### src/rtl/mc_control_fsm.sv
`default_nettype none
// ============================================================================
// Module      : mc_control_fsm
// Description : Main control FSM for a multicycle MIPS-subset datapath
//               (lw, sw, R-type, beq, j, addi). Moore strobes per state,
//               with IRWrite/PCWrite in FETCH gated by mem_ready. Also
//               flags unsupported opcodes and counts retired instructions.
// Revision    : 1.0 - initial release
// ============================================================================
module mc_control_fsm (
    input  logic        clk,
    input  logic        rst_n,
    input  logic [5:0]  opcode,
    input  logic        mem_ready,
    output logic        PCWrite,
    output logic        PCWriteCond,
    output logic        IorD,
    output logic        MemRead,
    output logic        MemWrite,
    output logic        IRWrite,
    output logic        MemtoReg,
    output logic        RegWrite,
    output logic        RegDst,
    output logic        ALUSrcA,
    output logic [1:0]  ALUop,
    output logic [1:0]  ALUSrcB,
    output logic [1:0]  PCSource,
    output logic [3:0]  state,
    output logic        illegal_op,
    output logic [15:0] instr_count
);

    // Supported opcodes
    localparam logic [5:0] OP_RTYPE = 6'b000000;
    localparam logic [5:0] OP_LW    = 6'b100011;
    localparam logic [5:0] OP_SW    = 6'b101011;
    localparam logic [5:0] OP_BEQ   = 6'b000100;
    localparam logic [5:0] OP_J     = 6'b000010;
    localparam logic [5:0] OP_ADDI  = 6'b001000;

    // ALU operation and operand-select encodings
    localparam logic [1:0] ALU_ADD   = 2'b00;
    localparam logic [1:0] ALU_SUB   = 2'b01;
    localparam logic [1:0] ALU_FUNCT = 2'b10;
    localparam logic [1:0] SRCB_REG  = 2'b00;
    localparam logic [1:0] SRCB_FOUR = 2'b01;
    localparam logic [1:0] SRCB_IMM  = 2'b10;
    localparam logic [1:0] SRCB_IMM4 = 2'b11;
    localparam logic [1:0] PCS_ALU   = 2'b00;
    localparam logic [1:0] PCS_OUT   = 2'b01;
    localparam logic [1:0] PCS_JUMP  = 2'b10;

    typedef enum logic [3:0] {
        FETCH  = 4'd0,
        DECODE = 4'd1,
        MEMADR = 4'd2,
        MEMRD  = 4'd3,
        MEMWB  = 4'd4,
        MEMWR  = 4'd5,
        EXEC   = 4'd6,
        ALUWB  = 4'd7,
        BRANCH = 4'd8,
        JUMP   = 4'd9,
        ADDIEX = 4'd10,
        ADDIWB = 4'd11
    } state_t;

    state_t cur_state;
    state_t nxt_state;
    logic   decode_illegal;   // DECODE sees an opcode outside the supported set
    logic   retire;           // the current edge completes an instruction

    assign state = cur_state;

    // State register; reset parks the machine in FETCH so FETCH strobes show during reset
    always_ff @(posedge clk or negedge rst_n) begin
        if (!rst_n) begin
            cur_state <= FETCH;
        end else begin
            cur_state <= nxt_state;
        end
    end

    // Next-state and Moore output decode; every strobe defaults to 0
    always_comb begin
        nxt_state      = FETCH;
        decode_illegal = 1'b0;
        retire         = 1'b0;
        PCWrite        = 1'b0;
        PCWriteCond    = 1'b0;
        IorD           = 1'b0;
        MemRead        = 1'b0;
        MemWrite       = 1'b0;
        IRWrite        = 1'b0;
        MemtoReg       = 1'b0;
        RegWrite       = 1'b0;
        RegDst         = 1'b0;
        ALUSrcA        = 1'b0;
        ALUop          = ALU_ADD;
        ALUSrcB        = SRCB_REG;
        PCSource       = PCS_ALU;

        case (cur_state)
            FETCH: begin
                // PC+4 is written back and the IR loaded only when the read returns
                MemRead   = 1'b1;
                ALUSrcB   = SRCB_FOUR;
                IRWrite   = mem_ready;
                PCWrite   = mem_ready;
                nxt_state = mem_ready ? DECODE : FETCH;
            end
            DECODE: begin
                // Branch target is precomputed here from PC + (imm << 2)
                ALUSrcB = SRCB_IMM4;
                case (opcode)
                    OP_RTYPE:     nxt_state = EXEC;
                    OP_LW, OP_SW: nxt_state = MEMADR;
                    OP_BEQ:       nxt_state = BRANCH;
                    OP_J:         nxt_state = JUMP;
                    OP_ADDI:      nxt_state = ADDIEX;
                    default: begin
                        nxt_state      = FETCH;
                        decode_illegal = 1'b1;
                    end
                endcase
            end
            MEMADR: begin
                ALUSrcA   = 1'b1;
                ALUSrcB   = SRCB_IMM;
                nxt_state = (opcode == OP_LW) ? MEMRD : MEMWR;
            end
            MEMRD: begin
                MemRead   = 1'b1;
                IorD      = 1'b1;
                nxt_state = mem_ready ? MEMWB : MEMRD;
            end
            MEMWB: begin
                MemtoReg  = 1'b1;
                RegWrite  = 1'b1;
                retire    = 1'b1;
                nxt_state = FETCH;
            end
            MEMWR: begin
                MemWrite  = 1'b1;
                IorD      = 1'b1;
                retire    = mem_ready;
                nxt_state = mem_ready ? FETCH : MEMWR;
            end
            EXEC: begin
                ALUSrcA   = 1'b1;
                ALUSrcB   = SRCB_REG;
                ALUop     = ALU_FUNCT;
                nxt_state = ALUWB;
            end
            ALUWB: begin
                RegDst    = 1'b1;
                RegWrite  = 1'b1;
                retire    = 1'b1;
                nxt_state = FETCH;
            end
            BRANCH: begin
                // Subtract for the zero test; PC takes the target held in ALUOut
                ALUSrcA     = 1'b1;
                ALUop       = ALU_SUB;
                PCSource    = PCS_OUT;
                PCWriteCond = 1'b1;
                retire      = 1'b1;
                nxt_state   = FETCH;
            end
            JUMP: begin
                PCSource  = PCS_JUMP;
                PCWrite   = 1'b1;
                retire    = 1'b1;
                nxt_state = FETCH;
            end
            ADDIEX: begin
                ALUSrcA   = 1'b1;
                ALUSrcB   = SRCB_IMM;
                nxt_state = ADDIWB;
            end
            ADDIWB: begin
                // rt destination, ALU result source: RegDst/MemtoReg stay 0
                RegWrite  = 1'b1;
                retire    = 1'b1;
                nxt_state = FETCH;
            end
            default: begin
                // Unused encodings 12-15 recover to FETCH
                nxt_state = FETCH;
            end
        endcase
    end

    // Illegal-opcode pulse lands in the cycle the machine returns to FETCH
    always_ff @(posedge clk or negedge rst_n) begin
        if (!rst_n) begin
            illegal_op <= 1'b0;
        end else begin
            illegal_op <= decode_illegal;
        end
    end

    // Retired-instruction counter, free-running wrap at 16 bits
    always_ff @(posedge clk or negedge rst_n) begin
        if (!rst_n) begin
            instr_count <= 16'h0000;
        end else if (retire) begin
            instr_count <= instr_count + 16'h0001;
        end
    end

endmodule
`default_nettype wire

### config.mk
export PLATFORM = sky130hd
export DESIGN_NAME = mc_control_fsm
export DESIGN_NICKNAME = d
export VERILOG_FILES = /design/src/rtl/mc_control_fsm.sv
export SDC_FILE = /design/constraint.sdc
export NUM_CORES = 1
export LEC_CHECK = 0
export BUFFER_PORTS_ARGS = -buffer_cell sky130_fd_sc_hd__buf_2
export CAP_MARGIN = 20
export CORE_MARGIN = 1.5
export CORE_UTILIZATION = 53
export DETAILED_ROUTE_END_ITERATION = 6
export GPL_TIMING_DRIVEN = 0
export PLACE_DENSITY = 0.83
export SETUP_SLACK_MARGIN = 0.2
export SYNTH_ARGS = -nofsm -noshare
export SYNTH_HDL_FRONTEND = slang
export SYNTH_SLANG_ARGS = --single-unit
### constraint.sdc
create_clock -name clk -period 2.2 [get_ports clk]
set_input_delay 0.33 -clock clk [delete_from_list [all_inputs] [get_ports clk]]
set_output_delay 0.33 -clock clk [all_outputs]
set_load 0.02 [all_outputs]
==> qor.yml, run 1 <==
status: "complete, no violations"
fin_crit_ps: 2044
synthFlopType: "dfrtp_1"
insertion_delay_ps: 310
rsz0062_at_grt: "false"
dr.pass1.iters: 4
routabilityCongestion: 0.8108
final_common_cell: "buf_2"
finalHoldViolations: 0
post-place-ws_ps: 335.1
synth.net_count: 152
drt-total-wl_microns: 3324
core_area_sq_mm: 0.002255
die_w_microns: 52.50
hold_path_class: "in -> reg"
grt_pass1_wl_microns: 5119
dp_hpwl_microns: 2404
synth-async-reset-ratio_pct: 100.0
path_class: "reg -> out"
wl_per_cell_microns: 15.04
overflow: 0
ys_types: 39
ant_nets: 0
ys.warnings.count: 0
antennaDiodeCount: 0
ys_seq_area_share_pct: 40.46
clock_sinks: 21
drv_slew: 0
initial_core_util_pct: 57.60
crit_path_end_kind: "output port"
arrival_ps: 1710
htreeDepth: 1
clk_pin_slew_ps: 130
dieHeight_microns: 52.50
synth-edff-count: 0
final_cell_mix: "buf_2 (46), dfrtp_1 (20), nor2_1 (13)"
final_area_sq_mm: 0.001668
grt_max_degree: 22
tritoncts: "built"
cts_buffers: 3
worst_setup_path_start_kind: "register"
vias: 1279
fin_nets: 204
cap_violations: 0
die_area_sq_mm: 0.002756
fin_ws_ps: 156.1
rows: 17
ioPinCount: 46
peakVddDrop_mv: 0.4381
synth.cell_area_sq_mm: 0.001299
p_leak_nw: 0.8328
antenna_found_initial: 0
finalCritPeriodShare_pct: 92.90
ys_seq_elements: 21
track_usage_pct: 24.77
drive_gt1_share_pct: 38.34
syn_inst: 142
grt_pass1_vias: 1191
tightest_slew_ps: 464.2
max_freq_mhz: 489.3
synth.avg_cell_area_sq_um: 9.146
fin_worst_skew_ps: 1.615
p_per_area_mw_per_mm2: 575.6
area_growth_pct: 28.42
maxSlewHeadroom_pct: 69.05
setup_viol: 0
drcViolationCount: 0
power_mw: 0.9601
drtIter0Drc: 22
crit_fanout: 10
drt-vias-per-instance: 5.787
clock_path_buffers: 2
placed_area_sq_mm: 0.001564
cp.required_ps: 1870
fin_tns_setup_ps: 0
port_buffers: 45
root_buffer: "clkbuf_4"
[routing by layer]
layer / global-route usage (%) / vias up / part of all wire, %
li1: - / 603 / -
met1: 28.90 / 619 / 40
met2: 45.00 / 49 / 53
met3: 2.857 / 8 / 4.5
met4: 10.68 / 0 / 2.4
met5: 0 / - / 0
[state kept, by name, indices dropped and copies added, names as in the netlist]
name         cells
illegal_op       1
instr_count     16
state            4
[worst max-delay path: stages, from the launching register on]
cell and delay, ps:
dfrtp_1 430, or2_1 250, buf_2 200, nor4b_2 310, buf_4 200
[path summary, 6_finish.rpt]
check,start,to,slack (ps),cells after the start
setup / recovery,state[2],IRWrite,160,4
hold / removal,opcode[4],state[1],390,4
setup reg to reg,state[1],instr_count[7],520,5
hold reg to reg,instr_count[15],instr_count[15],470,1
max in group asynchronous,rst_n,state[1],1380,2
min in group asynchronous,rst_n,instr_count[6],480,2
[where the power goes]
part	switching [mW]	total, mW	internal, mW
registers	0.0418	0.463	0.422
clock network	0.133	0.201	0.0681
logic	0.182	0.296	0.114
[per-stage QoR]
step / hold slack, ps / std cells / utilization [%]
floorplan: 34.41 / 142 / -
global placement: 302.6 / 215 / 69.37
detailed placement: 312.5 / 215 / 69.37
CTS: 389.5 / 220 / 71.64
global route: 417.3 / 221 / 73.97
finish: 389.3 / 221 / 73.97
[synthesized netlist by cell type, types with 2 or more instances]
cell type	instances	area share [%]
xnor2_1	12	8.1
nand4_1	4	1.9
or3_1	3	1.4
nor2_1	13	3.8
and4_1	2	1.3
nand2b_1	5	2.4
a21oi_1	3	1.2
nand2_1	11	3.2
clkbuf_1	4	1.2
inv_1	2	0.58
nand3_1	7	2.7
dfrtp_1	21	40
nor3b_1	4	2.3
o21ai_0	4	1.5
nor3_1	11	4.2
and3_1	3	1.4
xor2_1	6	4.0
nor4_2	4	3.9
buf_2	3	1.2
[cells by family (layout without fill, tap and decap cells)]
group                    after synthesis  after routing  share of synthesized area [%]
AO/OA/AOI/OAI                         13             13                          6.359
XOR/XNOR                              18             18                          12.14
adder cells (fa/ha/maj)                1              1                         0.9632
buffers and inverters                 11             62                          3.853
flip-flops                            21             21                          40.46
AND/OR/NAND/NOR                       78             78                          36.23
[cell type report]
class	count	area, sq um
plain buffers	9	61.31
clock buffers	3	22.52
clock inverters	1	5.005
fillers	172	586.8
inverters	2	7.507
multi-input cells	110	762.0
flip-flops and latches	21	526.8
well taps	28	35.03
repair buffers	47	247.7
[repair_timing]
item / in CTS / in global routing
hold buffers: 1 / 0
buffers inserted: 0 / 1
setup endpoints to repair: 5 / 5
hold endpoints to repair: 21 / 0
gates resized for setup: 8 / 17
Power figures use the tool's default switching activity.
==> run 2: changes to the inputs <==
--- a/config.mk
+++ b/config.mk
@@ -8,10 +8,10 @@
 export BUFFER_PORTS_ARGS = -buffer_cell sky130_fd_sc_hd__buf_2
 export CAP_MARGIN = 20
 export CORE_MARGIN = 1.5
-export CORE_UTILIZATION = 53
+export CORE_UTILIZATION = 40
 export DETAILED_ROUTE_END_ITERATION = 6
 export GPL_TIMING_DRIVEN = 0
-export PLACE_DENSITY = 0.83
+export PLACE_DENSITY = 0.65
 export SETUP_SLACK_MARGIN = 0.2
 export SYNTH_ARGS = -nofsm -noshare
 export SYNTH_HDL_FRONTEND = slang
==> run 2 against run 1 <==
- first-iteration DRC count rose by 68%
- setup slack improved by 160 ps
- sequential power barely moved
- fmax rose by 8.4%
- core utilization fell by 17 points
- global-route usage fell by 6.4 points
- via count fell by 1.3%
- cell count rose by 9.5%
- die area rose by 31%
- count of clock-buffer cells in the layout rose by 1
==> qor.yml, run 2 (synthesis gave the netlist of run 1 again) <==
status: "complete, no violations"
worst_setup_path_start_kind: "register"
reg2reg_from: "state[1]"
dieHeight_microns: 59.98  # +14%
peakVddDrop_mv: 0.2339  # -47%
arrival_ps: 1560  # -150 ps
path_class: "reg -> out"
routabilityCongestion: 0.8204  # +1.2%
finalHoldViolations: 0  # unchanged
fin_tns_setup_ps: 0  # unchanged
insertion_delay_ps: 300  # about the same
crit_fanout: 10  # unchanged
fin_crit_ps: 1885  # -158.8 ps
fin_nets: 209  # +2.5%
cts_buffers: 3  # unchanged
worstPathCellList: "clkbuf_4, nand2b_4, nor3_2, or2_2, buf_2"
share_comb_of_total_power_pct: 31.5  # +0.7 points
overflow: 0  # unchanged
cap_violations: 0  # unchanged
setup_viol: 0  # unchanged
r2r_slack_ps: 420  # -100 ps
r2r_end: "instr_count[7]"
core_area_sq_mm: 0.003078  # +37%
vias: 1262  # -1.3%
hold_path_class: "in -> reg"
largest_reg_flops: 16  # unchanged
power_frac_seq_pct: 49.1  # +0.8 points
cp.required_ps: 1870  # about the same
switching_share_pct: 35.14  # -2.0 points
drcViolationCount: 0  # unchanged
drt-total-wl_microns: 3077  # -7.4%
drt-vias-per-instance: 5.215  # -9.9%
crit_path_end_kind: "output port"
clock_sinks: 21  # unchanged
dr.pass1.iters: 4  # unchanged
antenna_found_initial: 0  # unchanged
grt_pass1_vias: 1148  # -3.6%
grt_pass1_wl_microns: 5106  # -0.25%
critPathTopFamily: "simple AND/OR/NAND/NOR gates"
grt_max_degree: 22  # unchanged
ant_nets: 0  # unchanged
clk_pin_slew_ps: 110  # -20 ps
die_w_microns: 59.98  # +14%
fillers: 295  # +72%
final_common_cell: "buf_2"
port_buffers: 45  # unchanged
fin_worst_skew_ps: 6.871  # +5.256 ps
final_cell_mix: "buf_2 (45), dfrtp_1 (20), nor2_1 (13)"
dp_hpwl_microns: 2267  # -5.7%
rows: 20  # +3
antennaDiodeCount: 0  # unchanged
rsz0062_at_grt: "false"
power_switching_mw: 0.3332  # -6.6%
power.share.clock_pct: 19.4  # -1.5 points
p_leak_nw: 0.8611  # +3.4%
critPathCapture: "RegWrite"
max_freq_mhz: 530.5  # +8.4%
initial_core_util_pct: 42.20  # -15 points
track_usage_pct: 18.42  # -6.4 points
root_buffer: "clkbuf_4"
die_area_sq_mm: 0.003598  # +31%
clock_path_buffers: 2  # unchanged
maxSlewHeadroom_pct: 69.94  # +0.89 points
wl_per_cell_microns: 12.71  # -15%
drtIter0Drc: 37  # +68%
regMostFlops: "instr_count"
rr_worst_depth: 6  # +1
p_per_area_mw_per_mm2: 541.0  # -6.0%
drv_slew: 0  # unchanged
crit_buf_inv: 2  # unchanged
crit_path_max_incr_delay_ps: 380  # -50 ps
drive_gt1_share_pct: 39.39  # +1.1 points
tightest_slew_ps: 450.9  # -13.31 ps
cp.depth: 5  # +1
crit_path_start: "state[3]"
cp_slowest_cell: "dfrtp_1"
power_mw: 0.9483  # -1.2%
area_growth_pct: 34.97
htreeDepth: 1  # unchanged
finalCritPeriodShare_pct: 85.69  # -7.2 points
internal_power_mw: 0.6151  # +2.0%
tritoncts: "built"
ioPinCount: 46  # unchanged
run 2: cell types whose count changed in the layout (fill, tap and decap cells not counted), sizes merged:
cell	before	now
buf	53	58
clkbuf	5	6
clkinv	1	0
run 2: worst min-delay path, delay by kind of cell:
family                 cells  cell delay (ps)
AO/OA/AOI/OAI              2              130
buffers and inverters      1               90
AND/OR/NAND/NOR            1               60
run 2: worst min-delay path by stage:
stage,startpoint,to,cells after the start
floorplan,rst_n,illegal_op,0
global placement,rst_n,instr_count[6],1
detailed placement,rst_n,instr_count[6],1
CTS,opcode[4],state[1],4
global route,opcode[4],state[1],4
finish,opcode[4],state[1],4
run 2: per-layer routing:
layer,track usage [%],vias to the layer above,part of all wire (%)
li1,-,614,-
met1,23.29,604,42
met2,31.37,40,52
met3,1.948,4,4.5
met4,8.254,0,1.5
met5,0,-,0
run 2: cell type report:
type	count	area [sq um]	area share (%)
buffer	9	75.07	4.283
clock buffer	4	26.28	1.499
inverter	2	7.507	0.4283
multi-input combinational	110	777.0	44.33
sequential	21	526.8	30.05
tap	44	55.05	3.141
timing repair buffer	52	285.3	16.27
run 2: per-stage QoR:
| step | hold WS, ps | setup slack, ps | instance area [sq um] | util, % | cells |
|---|---|---|---|---|---|
| final | 348.8 | 314.9 | 1753 | 56.95 | 242 |
| after global routing | 375.7 | 203.2 | 1753 | 56.95 | 242 |
| after CTS | 350.3 | 159.8 | 1634 | 53.09 | 237 |
| after detailed placement | 308.8 | 307.6 | 1584 | 51.46 | 231 |
| after global placement | 301.3 | 355.2 | 1584 | 51.46 | 231 |
| after floorplan | 34.41 | 213.2 | 1304 | - | 142 |
run 2: power by group through the flow:
stage                     sequential, mW  clock (mW)  combinational [mW]
after CTS                          0.464       0.190               0.275
after detailed placement           0.470           0               0.270
final                              0.465       0.184               0.298
after floorplan                    0.510           0               0.132
after global placement             0.468           0               0.265
after global routing               0.472       0.207               0.329
run 2: what timing repair did:
item,in CTS,in global routing
pin swaps,0,1
buffers inserted,1,5
endpoints found under the hold margin,21,0
endpoints found under the setup margin,5,9
gates cloned,0,0
hold buffers,1,0
gates resized for setup,4,31
==> run 3: changes to the inputs <==
--- a/config.mk
+++ b/config.mk
@@ -5,13 +5,14 @@
 export SDC_FILE = /design/constraint.sdc
 export NUM_CORES = 1
 export LEC_CHECK = 0
+export ABC_AREA = 1
 export BUFFER_PORTS_ARGS = -buffer_cell sky130_fd_sc_hd__buf_2
 export CAP_MARGIN = 20
 export CORE_MARGIN = 1.5
 export CORE_UTILIZATION = 40
 export DETAILED_ROUTE_END_ITERATION = 6
 export GPL_TIMING_DRIVEN = 0
-export PLACE_DENSITY = 0.65
+export PLACE_DENSITY = 0.63
 export SETUP_SLACK_MARGIN = 0.2
 export SYNTH_ARGS = -nofsm -noshare
 export SYNTH_HDL_FRONTEND = slang
==> run 3 against run 2 <==
- count of clock-buffer cells in the layout unchanged
- global-route usage is 0.58 points higher
- highest routed layer unchanged
- cell count rose by 38%
- clock skew rose by 0.69 ps
- synthesized cell count rose by 65%
- design area rose by 7.8%
- worst hold slack got worse by 330 ps
- critical path type unchanged
==> qor.yml, run 3 <==
synth.net_count: 245  # +61%
drive_gt1_share_pct: 27.02  # -12 points
arrival_ps: 1510  # -50 ps
instances_no_fill: 333  # +38%
final_cell_mix: "nand2_1 (70), buf_2 (46), nor2_1 (36)"
fin_tns_setup_ps: 0  # unchanged
initial_core_util_pct: 41.99  # -0.20 points
power_switching_mw: 0.3879  # +16%
dp_hpwl_microns: 2756  # +22%
fin_crit_ps: 1839  # -46.06 ps
synthTopCellsByArea: "dfrtp_1 (34%), nand2_1 (17%), nor2_1 (9.0%)"
clock_sinks: 21  # unchanged
area_growth_pct: 21.97
p_per_area_mw_per_mm2: 553.7  # +2.3%
synth-async-reset-ratio_pct: 100.0  # unchanged
drt-total-wl_microns: 3591  # +17%
cp.required_ps: 1870  # about the same
track_usage_pct: 19.01  # +0.58 points
crit_path_end_kind: "output port"
clk_pin_slew_ps: 80  # -30 ps
place_inst: 328  # +42%
drtIter0Drc: 95  # +160%
tritoncts: "built"
overflow: 0  # unchanged
ys_types: 27  # -31%
wl_per_cell_microns: 10.78  # -15%
fin_nets: 296  # +42%
path_class: "reg -> out"
crit_fanout: 6  # -4
hold_path_class: "in -> async"
synth.avg_cell_area_sq_um: 6.591  # -28%
finalHoldViolations: 0  # unchanged
ys_seq_elements: 21  # unchanged
maxSlewHeadroom_pct: 67.32  # -2.6 points
internal_power_mw: 0.6581  # +7.0%
setup_viol: 0  # unchanged
grt_pass1_vias: 1430  # +25%
yosysMostFrequentCell: "nand2_1"
drt-vias-per-instance: 4.715  # -9.6%
drcViolationCount: 0  # unchanged
largest_reg_flops: 16  # unchanged
synthFlopType: "dfrtp_1"
synth_common_cells: "nand2_1 (70), nor2_1 (37), inv_1 (28)"
antennaDiodeCount: 0  # unchanged
reg2reg_from: "state[2]"
antenna_found_initial: 0  # unchanged
syn_inst: 235  # +65%
placed_area_sq_mm: 0.001834  # +16%
finalCritPeriodShare_pct: 83.59  # -2.1 points
dieHeight_microns: 65.23  # +8.8%
rsz0062_at_grt: "false"
power.share.clock_pct: 24.7  # +5.3 points
htreeDepth: 1  # unchanged
rows: 22  # +10%
ioPinCount: 46  # unchanged
regMostFlops: "instr_count"
p_leak_nw: 1.102  # +28%
port_buffers: 45  # unchanged
power_frac_seq_pct: 44.5  # -4.6 points
die_area_sq_mm: 0.004255  # +18%
ant_nets: 0  # unchanged
synth-edff-count: 0  # unchanged
fin_ws_ps: 361.0  # +46.06 ps
final_area_sq_mm: 0.001889  # +7.8%
switching_share_pct: 37.08  # +1.9 points
clock_path_buffers: 2  # unchanged
crit_path_start: "state[3]"
root_buffer: "clkbuf_8"
insertion_delay_ps: 260  # -40 ps
drv_slew: 0  # unchanged
die_w_microns: 65.23  # +8.8%
ys.warnings.count: 0  # unchanged
routabilityCongestion: 0.9200  # +12%
worst_setup_path_start_kind: "register"
post-place-ws_ps: 486.7  # +179.1 ps
ys_seq_area_share_pct: 33.93  # -6.5 points
core_area_sq_mm: 0.003689  # +20%
synth_area_leader_cell: "dfrtp_1"
utilization_pct: 51.22  # -5.7 points
tightest_slew_ps: 490.2  # +39.25 ps
peakVddDrop_mv: 0.3666  # +57%
final_common_cell: "nand2_1"
cap_violations: 0  # unchanged
dr.pass1.iters: 4  # unchanged
max_freq_mhz: 543.8  # +2.5%
status: "complete, no violations"
yosysTopAreaCellShare_pct: 33.93  # -6.5 points
synth.cell_area_sq_mm: 0.001549  # +19%
grt_pass1_wl_microns: 6499  # +27%
grt_max_degree: 22  # unchanged
vias: 1570  # +24%
fin_worst_skew_ps: 7.558  # +0.6870 ps
cts_buffers: 3  # unchanged
share_comb_of_total_power_pct: 30.8  # -0.7 points
## run 3: area by class of cell
cell class | count | area (sq um)
fillers | 407 | 1799
plain buffers | 4 | 43.79
flip-flops and latches | 21 | 525.5
well taps | 48 | 60.06
multi-input cells | 178 | 862.1
clock buffers | 4 | 45.04
inverters | 32 | 120.1
repair buffers | 46 | 232.7
## run 3: kinds of logic after synthesis
logic type | share of synthesized area, %
buf+inv | 10.58
flops | 33.93
fa+ha+maj | 0.8076
compound gates | 5.170
simple gates | 45.56
xor+xnor | 3.958
## run 3: routing by layer
layer	GRT usage, %	part of all wire [%]	vias to the layer above
met5	0	0	-
met4	5.469	1.3	0
met3	3.596	4.2	4
met2	29.59	45	37
met1	26.80	49	701
li1	-	-	828
## run 3: final timing paths
check	end	slack, ps	cells past startpoint
max	ALUSrcB[1]	360	6
min	instr_count[5]	20	1
max reg2reg	instr_count[2]	620	9
min reg2reg	instr_count[15]	560	2
max in group asynchronous	instr_count[13]	1840	1
min in group clk	state[1]	370	4
## run 3: power by group through the flow
stage,combinational [mW],clock [mW],sequential (mW)
after CTS,0.324,0.267,0.465
after detailed placement,0.321,0,0.473
after global routing,0.361,0.292,0.472
final,0.323,0.258,0.465
after floorplan,0.185,0,0.509
after global placement,0.320,0,0.472
## run 3: metrics by stage
step                power [mW]  hold WS (ps)
finish                   1.046         17.72
global route             1.126         40.84
CTS                      1.057         30.44
detailed placement      0.7944         318.4
global placement        0.7923         319.9
floorplan               0.6946         34.41
## run 3: timing repair
action                                  4_1_cts  5_1_grt
hold endpoints to repair                      0        0
setup buffers                                 1        0
resized for setup                             0        1
endpoints found under the setup margin        1        1
hold buffers                                  0        0
pin swaps                                     1        0
## run 3: worst max-delay path: stages, from the launching register on
cell	delay, ps
dfrtp_1	450
nor2_1	210
inv_1	110
nor2_2	170
inv_1	90
nand2_1	70
buf_2	160
